==> src/rtl/core_pkg.sv <==
// Shared core definitions: opcode constants, hazard FSM state type and
// register-specifier width default.
package core_pkg;

    localparam int REG_AW_DEF = 5;

    localparam logic [5:0] OP_HALT = 6'b010001;
    localparam logic [5:0] OP_BEQ  = 6'b001111;
    localparam logic [5:0] OP_BZ   = 6'b001110;

    typedef enum logic [1:0] {
        RUN   = 2'd0,
        FLUSH = 2'd1,
        HALT  = 2'd2
    } hz_state_t;

endpackage

==> src/rtl/load_use_detect.sv <==
// Combinational load-use detector: flags an ID instruction reading a register
// that the load currently in EX has not yet produced.
module load_use_detect #(
    parameter int REG_AW = 5
) (
    input  logic              id_valid,
    input  logic [REG_AW-1:0] id_rs,
    input  logic [REG_AW-1:0] id_rt,
    input  logic              id_uses_rt,
    input  logic              ex_is_load,
    input  logic              ex_regwrite,
    input  logic [REG_AW-1:0] ex_rd,
    output logic              load_use
);

    logic rs_hit;
    logic rt_hit;

    assign rs_hit = (ex_rd == id_rs);
    assign rt_hit = id_uses_rt && (ex_rd == id_rt);

    // Register 0 is hard-wired, so a load targeting it can never create a hazard.
    assign load_use = id_valid && ex_is_load && ex_regwrite && (ex_rd != '0)
                      && (rs_hit || rt_hit);

endmodule

==> src/rtl/pipe_hazard_ctrl.sv <==
// Pipeline sequencing controller: PC hold, next-PC select, IF/ID flush and
// ID/EX bubble for load-use, taken branch and HALT. Optional HAZARD_PERF_EN
// adds saturating stall/flush event counters.
module pipe_hazard_ctrl
    import core_pkg::*;
#(
    parameter int REG_AW         = REG_AW_DEF,
    parameter int BRANCH_PENALTY = 1,
    parameter int OPC_W          = 6
) (
    input  logic              clk,
    input  logic              rst,
    input  logic              id_valid,
    input  logic [OPC_W-1:0]  id_opcode,
    input  logic [REG_AW-1:0] id_rs,
    input  logic [REG_AW-1:0] id_rt,
    input  logic              id_uses_rt,
    input  logic              ex_is_load,
    input  logic              ex_regwrite,
    input  logic [REG_AW-1:0] ex_rd,
    input  logic              ex_branch_taken,
    output logic              hazard,
    output logic              pc_sel,
    output logic              if_id_flush,
    output logic              id_ex_bubble,
    output logic              halted,
`ifdef HAZARD_PERF_EN
    output logic [31:0]       perf_stall_cnt,
    output logic [31:0]       perf_flush_cnt,
`endif
    output logic [1:0]        state
);

    hz_state_t state_reg, state_next;
    logic [1:0] cnt_reg, cnt_next;
    logic       load_use;
    logic       halt_op;
    logic       stall_evt;
    logic       flush_evt;

    load_use_detect #(.REG_AW(REG_AW)) u_lud (
        .id_valid    (id_valid),
        .id_rs       (id_rs),
        .id_rt       (id_rt),
        .id_uses_rt  (id_uses_rt),
        .ex_is_load  (ex_is_load),
        .ex_regwrite (ex_regwrite),
        .ex_rd       (ex_rd),
        .load_use    (load_use)
    );

    assign halt_op = id_valid && (id_opcode == OPC_W'(OP_HALT));

    always_ff @(posedge clk) begin
        state_reg <= state_next;
        cnt_reg   <= cnt_next;
    end

    always_comb begin
        hazard       = 1'b0;
        pc_sel       = 1'b0;
        if_id_flush  = 1'b0;
        id_ex_bubble = 1'b0;
        halted       = 1'b0;
        stall_evt    = 1'b0;
        flush_evt    = 1'b0;
        state_next   = state_reg;
        cnt_next     = cnt_reg;
        case (state_reg)
            RUN: begin
                // A taken branch squashes whatever sits in ID, so it outranks stalls.
                if (ex_branch_taken) begin
                    pc_sel       = 1'b1;
                    if_id_flush  = 1'b1;
                    id_ex_bubble = 1'b1;
                    flush_evt    = 1'b1;
                    if (BRANCH_PENALTY > 1) begin
                        state_next = FLUSH;
                        cnt_next   = 2'(BRANCH_PENALTY - 1);
                    end
                end else if (load_use) begin
                    hazard       = 1'b1;
                    id_ex_bubble = 1'b1;
                    stall_evt    = 1'b1;
                end else if (halt_op) begin
                    hazard       = 1'b1;
                    id_ex_bubble = 1'b1;
                    state_next   = HALT;
                end
            end
            FLUSH: begin
                if_id_flush = 1'b1;
                cnt_next    = cnt_reg - 2'd1;
                if (cnt_reg <= 2'd1) begin
                    state_next = RUN;
                    cnt_next   = 2'd0;
                end
            end
            HALT: begin
                hazard       = 1'b1;
                id_ex_bubble = 1'b1;
                halted       = 1'b1;
            end
            default: begin
                state_next = RUN;
                cnt_next   = 2'd0;
            end
        endcase
        if (rst) begin
            hazard       = 1'b0;
            pc_sel       = 1'b0;
            if_id_flush  = 1'b0;
            id_ex_bubble = 1'b0;
            halted       = 1'b0;
            stall_evt    = 1'b0;
            flush_evt    = 1'b0;
            state_next   = RUN;
            cnt_next     = 2'd0;
        end
    end

    assign state = rst ? RUN : state_reg;

`ifdef HAZARD_PERF_EN
    logic [31:0] perf_stall_reg;
    logic [31:0] perf_flush_reg;

    always_ff @(posedge clk) begin
        if (rst) begin
            perf_stall_reg <= '0;
            perf_flush_reg <= '0;
        end else begin
            if (stall_evt && (perf_stall_reg != '1))
                perf_stall_reg <= perf_stall_reg + 32'd1;
            if (flush_evt && (perf_flush_reg != '1))
                perf_flush_reg <= perf_flush_reg + 32'd1;
        end
    end

    assign perf_stall_cnt = perf_stall_reg;
    assign perf_flush_cnt = perf_flush_reg;
`else
    logic unused_evt;
    assign unused_evt = stall_evt ^ flush_evt;
`endif

endmodule

==> config.mk <==
export PLATFORM = sky130hd
export DESIGN_NAME = pipe_hazard_ctrl
export DESIGN_NICKNAME = d
export VERILOG_FILES = /design/src/rtl/core_pkg.sv /design/src/rtl/load_use_detect.sv /design/src/rtl/pipe_hazard_ctrl.sv
export SDC_FILE = /design/constraint.sdc
export NUM_CORES = 1
export LEC_CHECK = 0
export CAP_MARGIN = 20
export CORE_AREA = 4 4 41 43
export DETAILED_ROUTE_END_ITERATION = 8
export DIE_AREA = 0 0 45 47
export GPL_TIMING_DRIVEN = 0
export PLACE_DENSITY = 0.65
export SLEW_MARGIN = 25
export SYNTH_ARGS = -nofsm -noshare
export SYNTH_HDL_FRONTEND = slang
export SYNTH_SLANG_ARGS = --single-unit
==> constraint.sdc <==
create_clock -name clk -period 2.09 [get_ports clk]
set_clock_uncertainty 0.2 [all_clocks]
set_input_delay 0.418 -clock clk [delete_from_list [all_inputs] [get_ports clk]]
set_output_delay 0.418 -clock clk [all_outputs]
set_load 0.02 [all_outputs]
==> results of run 1 <==
-- power groups by stage --
stage / registers [uW] / logic (uW) / clock network (uW)
2_1_floorplan: 19.6 / 34.3 / 0
3_3_place_gp: 19.6 / 102 / 0
3_5_place_dp: 19.6 / 102 / 0
4_1_cts: 19.6 / 101 / 0
5_1_grt: 19.7 / 119 / 0
6_report: 19.6 / 111 / 0
-- worst max-delay path by stage --
stage          slack [ns]     start  cells after the start            to
6_report            -0.16  ex_rd[3]                      6        hazard
5_1_grt             -0.24  ex_rd[2]                      7  id_ex_bubble
2_1_floorplan      -0.004  ex_rd[1]                      4  id_ex_bubble
4_1_cts             -0.19  ex_rd[3]                      6        hazard
3_3_place_gp        -1.08  ex_rd[4]                      6        hazard
3_5_place_dp        -1.09  ex_rd[4]                      6        hazard
-- cell families (layout without fill, tap and decap cells) --
logic type,count (synthesis),count (layout),share of synthesized area
AO/OA/AOI/OAI,6,6,0.198
XOR/XNOR,10,10,0.323
buffers and inverters,3,40,0.0829
flip-flops,1,1,0.0737
other,1,1,0.0138
AND/OR/NAND/NOR,13,13,0.309
-- per-layer routing --
metal	part of all wire	vias up
li1	-	193
met1	0.38	172
met2	0.53	16
met3	0.065	2
met4	0.024	0
met5	0	-
-- cell usage in the layout, fill, tap and decap left out, types with 2 or more instances in the layout --
cell type | Yosys | routed
buf_6 | 0 | 3
buf_4 | 3 | 7
clkdlybuf4s50_1 | 0 | 5
xor2_1 | 9 | 8
clkbuf_2 | 0 | 2
buf_8 | 0 | 2
dlygate4sd2_1 | 0 | 13
nor2_1 | 2 | 2
nor3_2 | 0 | 2
buf_2 | 0 | 6
-- what timing repair did --
action,4_1_cts,5_1_grt
pin swaps,19,6
buffers inserted,3,1
setup endpoints to repair,7,4
resized for setup,73,13
hold buffers,0,0
endpoints found under the hold margin,0,0
-- worst max-delay path, stage by stage --
cell and delay (ns):
buf_8 0.10, or4_4 0.54, o2111ai_4 0.21, buf_6 0.13, o41ai_4 0.06, buf_4 0.16
-- final cells by class --
cell class                      instances  area, sq um  area share
Timing Repair Buffer                   37          320       0.451
Buffer                                  3         22.5      0.0317
Tap cell                               15         18.8      0.0264
Multi-Input combinational cell         30          329       0.463
Sequential cell                         1         20.0      0.0282
-- per-stage QoR --
stage,util,TNS (ns),cells,hold WS (ns),power [uW]
6_report,0.546,-0.316,86,0.615,130
3_3_place_gp,0.491,-4.13,82,0.572,122
3_5_place_dp,0.491,-4.11,82,0.588,122
4_1_cts,0.511,-0.369,85,0.643,121
5_1_grt,0.546,-0.443,86,0.658,139
2_1_floorplan,-,-0.00448,34,0.526,53.9
==> metrics.cfg, run 1 <==
[worst_setup_path]
r2r_cells = 3
r2r_setup_slack_ns = 0.85
path_class = primary input to output pin
worstPathArrival_ns = 1.63
cp_max_fo = 3
reg2reg_to = state_reg[1]$_SDFFE_PP0P_
cp_data_required_time_ns = 1.47
end_kind = output pin
r2r-start = state_reg[1]$_SDFFE_PP0P_
cp-start-kind = primary input

[pwr]
combPwrFrac = 0.849
p_switching_uw = 47.3
power_frac_clock = 0
power_density_nw_per_um2 = 183
intPower_uw = 83.0
leakage_uw = 0.000340
seq_power_share = 0.151
vdd_drop_max_uv = 119
swShare = 0.363

[yosys]
yosysWarningCount = 0
ys_types = 22
yosysSeqAreaShare = 0.0737
synth.area.top_cells = xor2_1 (29%), buf_4 (8.3%), dfxtp_1 (7.4%)
ys.flop_type = dfxtp_1
synth_cells = 34
synth_commonest_cells = xor2_1 (9), buf_4 (3), nor2_1 (2), nor3_1 (2)
synth_top_area_frac = 0.290
yosys.area.top_type = xor2_1
syn_area_sq_um = 272
synth_seq_cells = 1
yosysMostFrequentCell = xor2_1
syn_area_per_cell_sq_um = 7.99
synth-async-reset-ratio = 0
synth_nets = 62
synth-edff-count = 0

[floorplan]
fp.coreArea_sq_um = 1300
num_rows = 13
start_util = 0.209
die_height_um = 47
io_pins = 35
die_area_sq_um = 2120
die_width_um = 45

[placed_design]
portBuffers = 33
gp_congestion = 0.689
placed_area_sq_um = 639
dp_slack_ns = -1.09
hpwlAfterDp_um = 892

[detailed_routing]
vias_per_cell = 4.45
dr.pass1.iters = 1
routed_wl_um = 1110
vias = 383
drtAntennaViolNets = 0
wl_per_cell_um = 12.9
drc = 0
first_iter_violations = 0

[timing]
drv_slew = 0
period_share = 1.08
rsz0062_at_grt = yes
setup_viol = 2
hold_viol_final = 0
min_period_ns = 2.25
layout_setup_ws_ns = -0.159
timing.fmax_ghz = 0.445

[clocking]
cts.clk_slew.worst_paths_ns = 0
clk_latency_ns = 0

[cells_and_area]
largest_register_ffs = 1
synthToLayoutAreaGrowth_pct = 162
layout.nets = 101
antenna_cells = 0
drive_gt1_frac = 0.493
fillers = 139
design_area_sq_um = 711

[global_route]
grt_max_degree = 7
grt-ovfl-total = 0
grt_use_total = 0.105
antenna_found_initial = 0
grt_pass1_vias = 381
grt_use_met2 = 0.201
grt_use_met1 = 0.140
use_met3 = 0
grt_pass1_wl_um = 1750
top_usage_layer = met2

[worst_hold_path]
hold_start = state_reg[1]$_SDFFE_PP0P_
hold_path_depth = 3
hold_class = register to register
hold_end = state_reg[1]$_SDFFE_PP0P_

[job]
max_cap_viol_count = 0

[outcome]
failed_checks = negative setup slack
status = complete, but fails checks

Power figures use the tool's default switching activity.
==> run 2: changes to the inputs <==
CTS_CLUSTER_SIZE = 40   (was default)
==> results of run 2 <==
Final layout, timing and power as in run 1 (identical DEF).
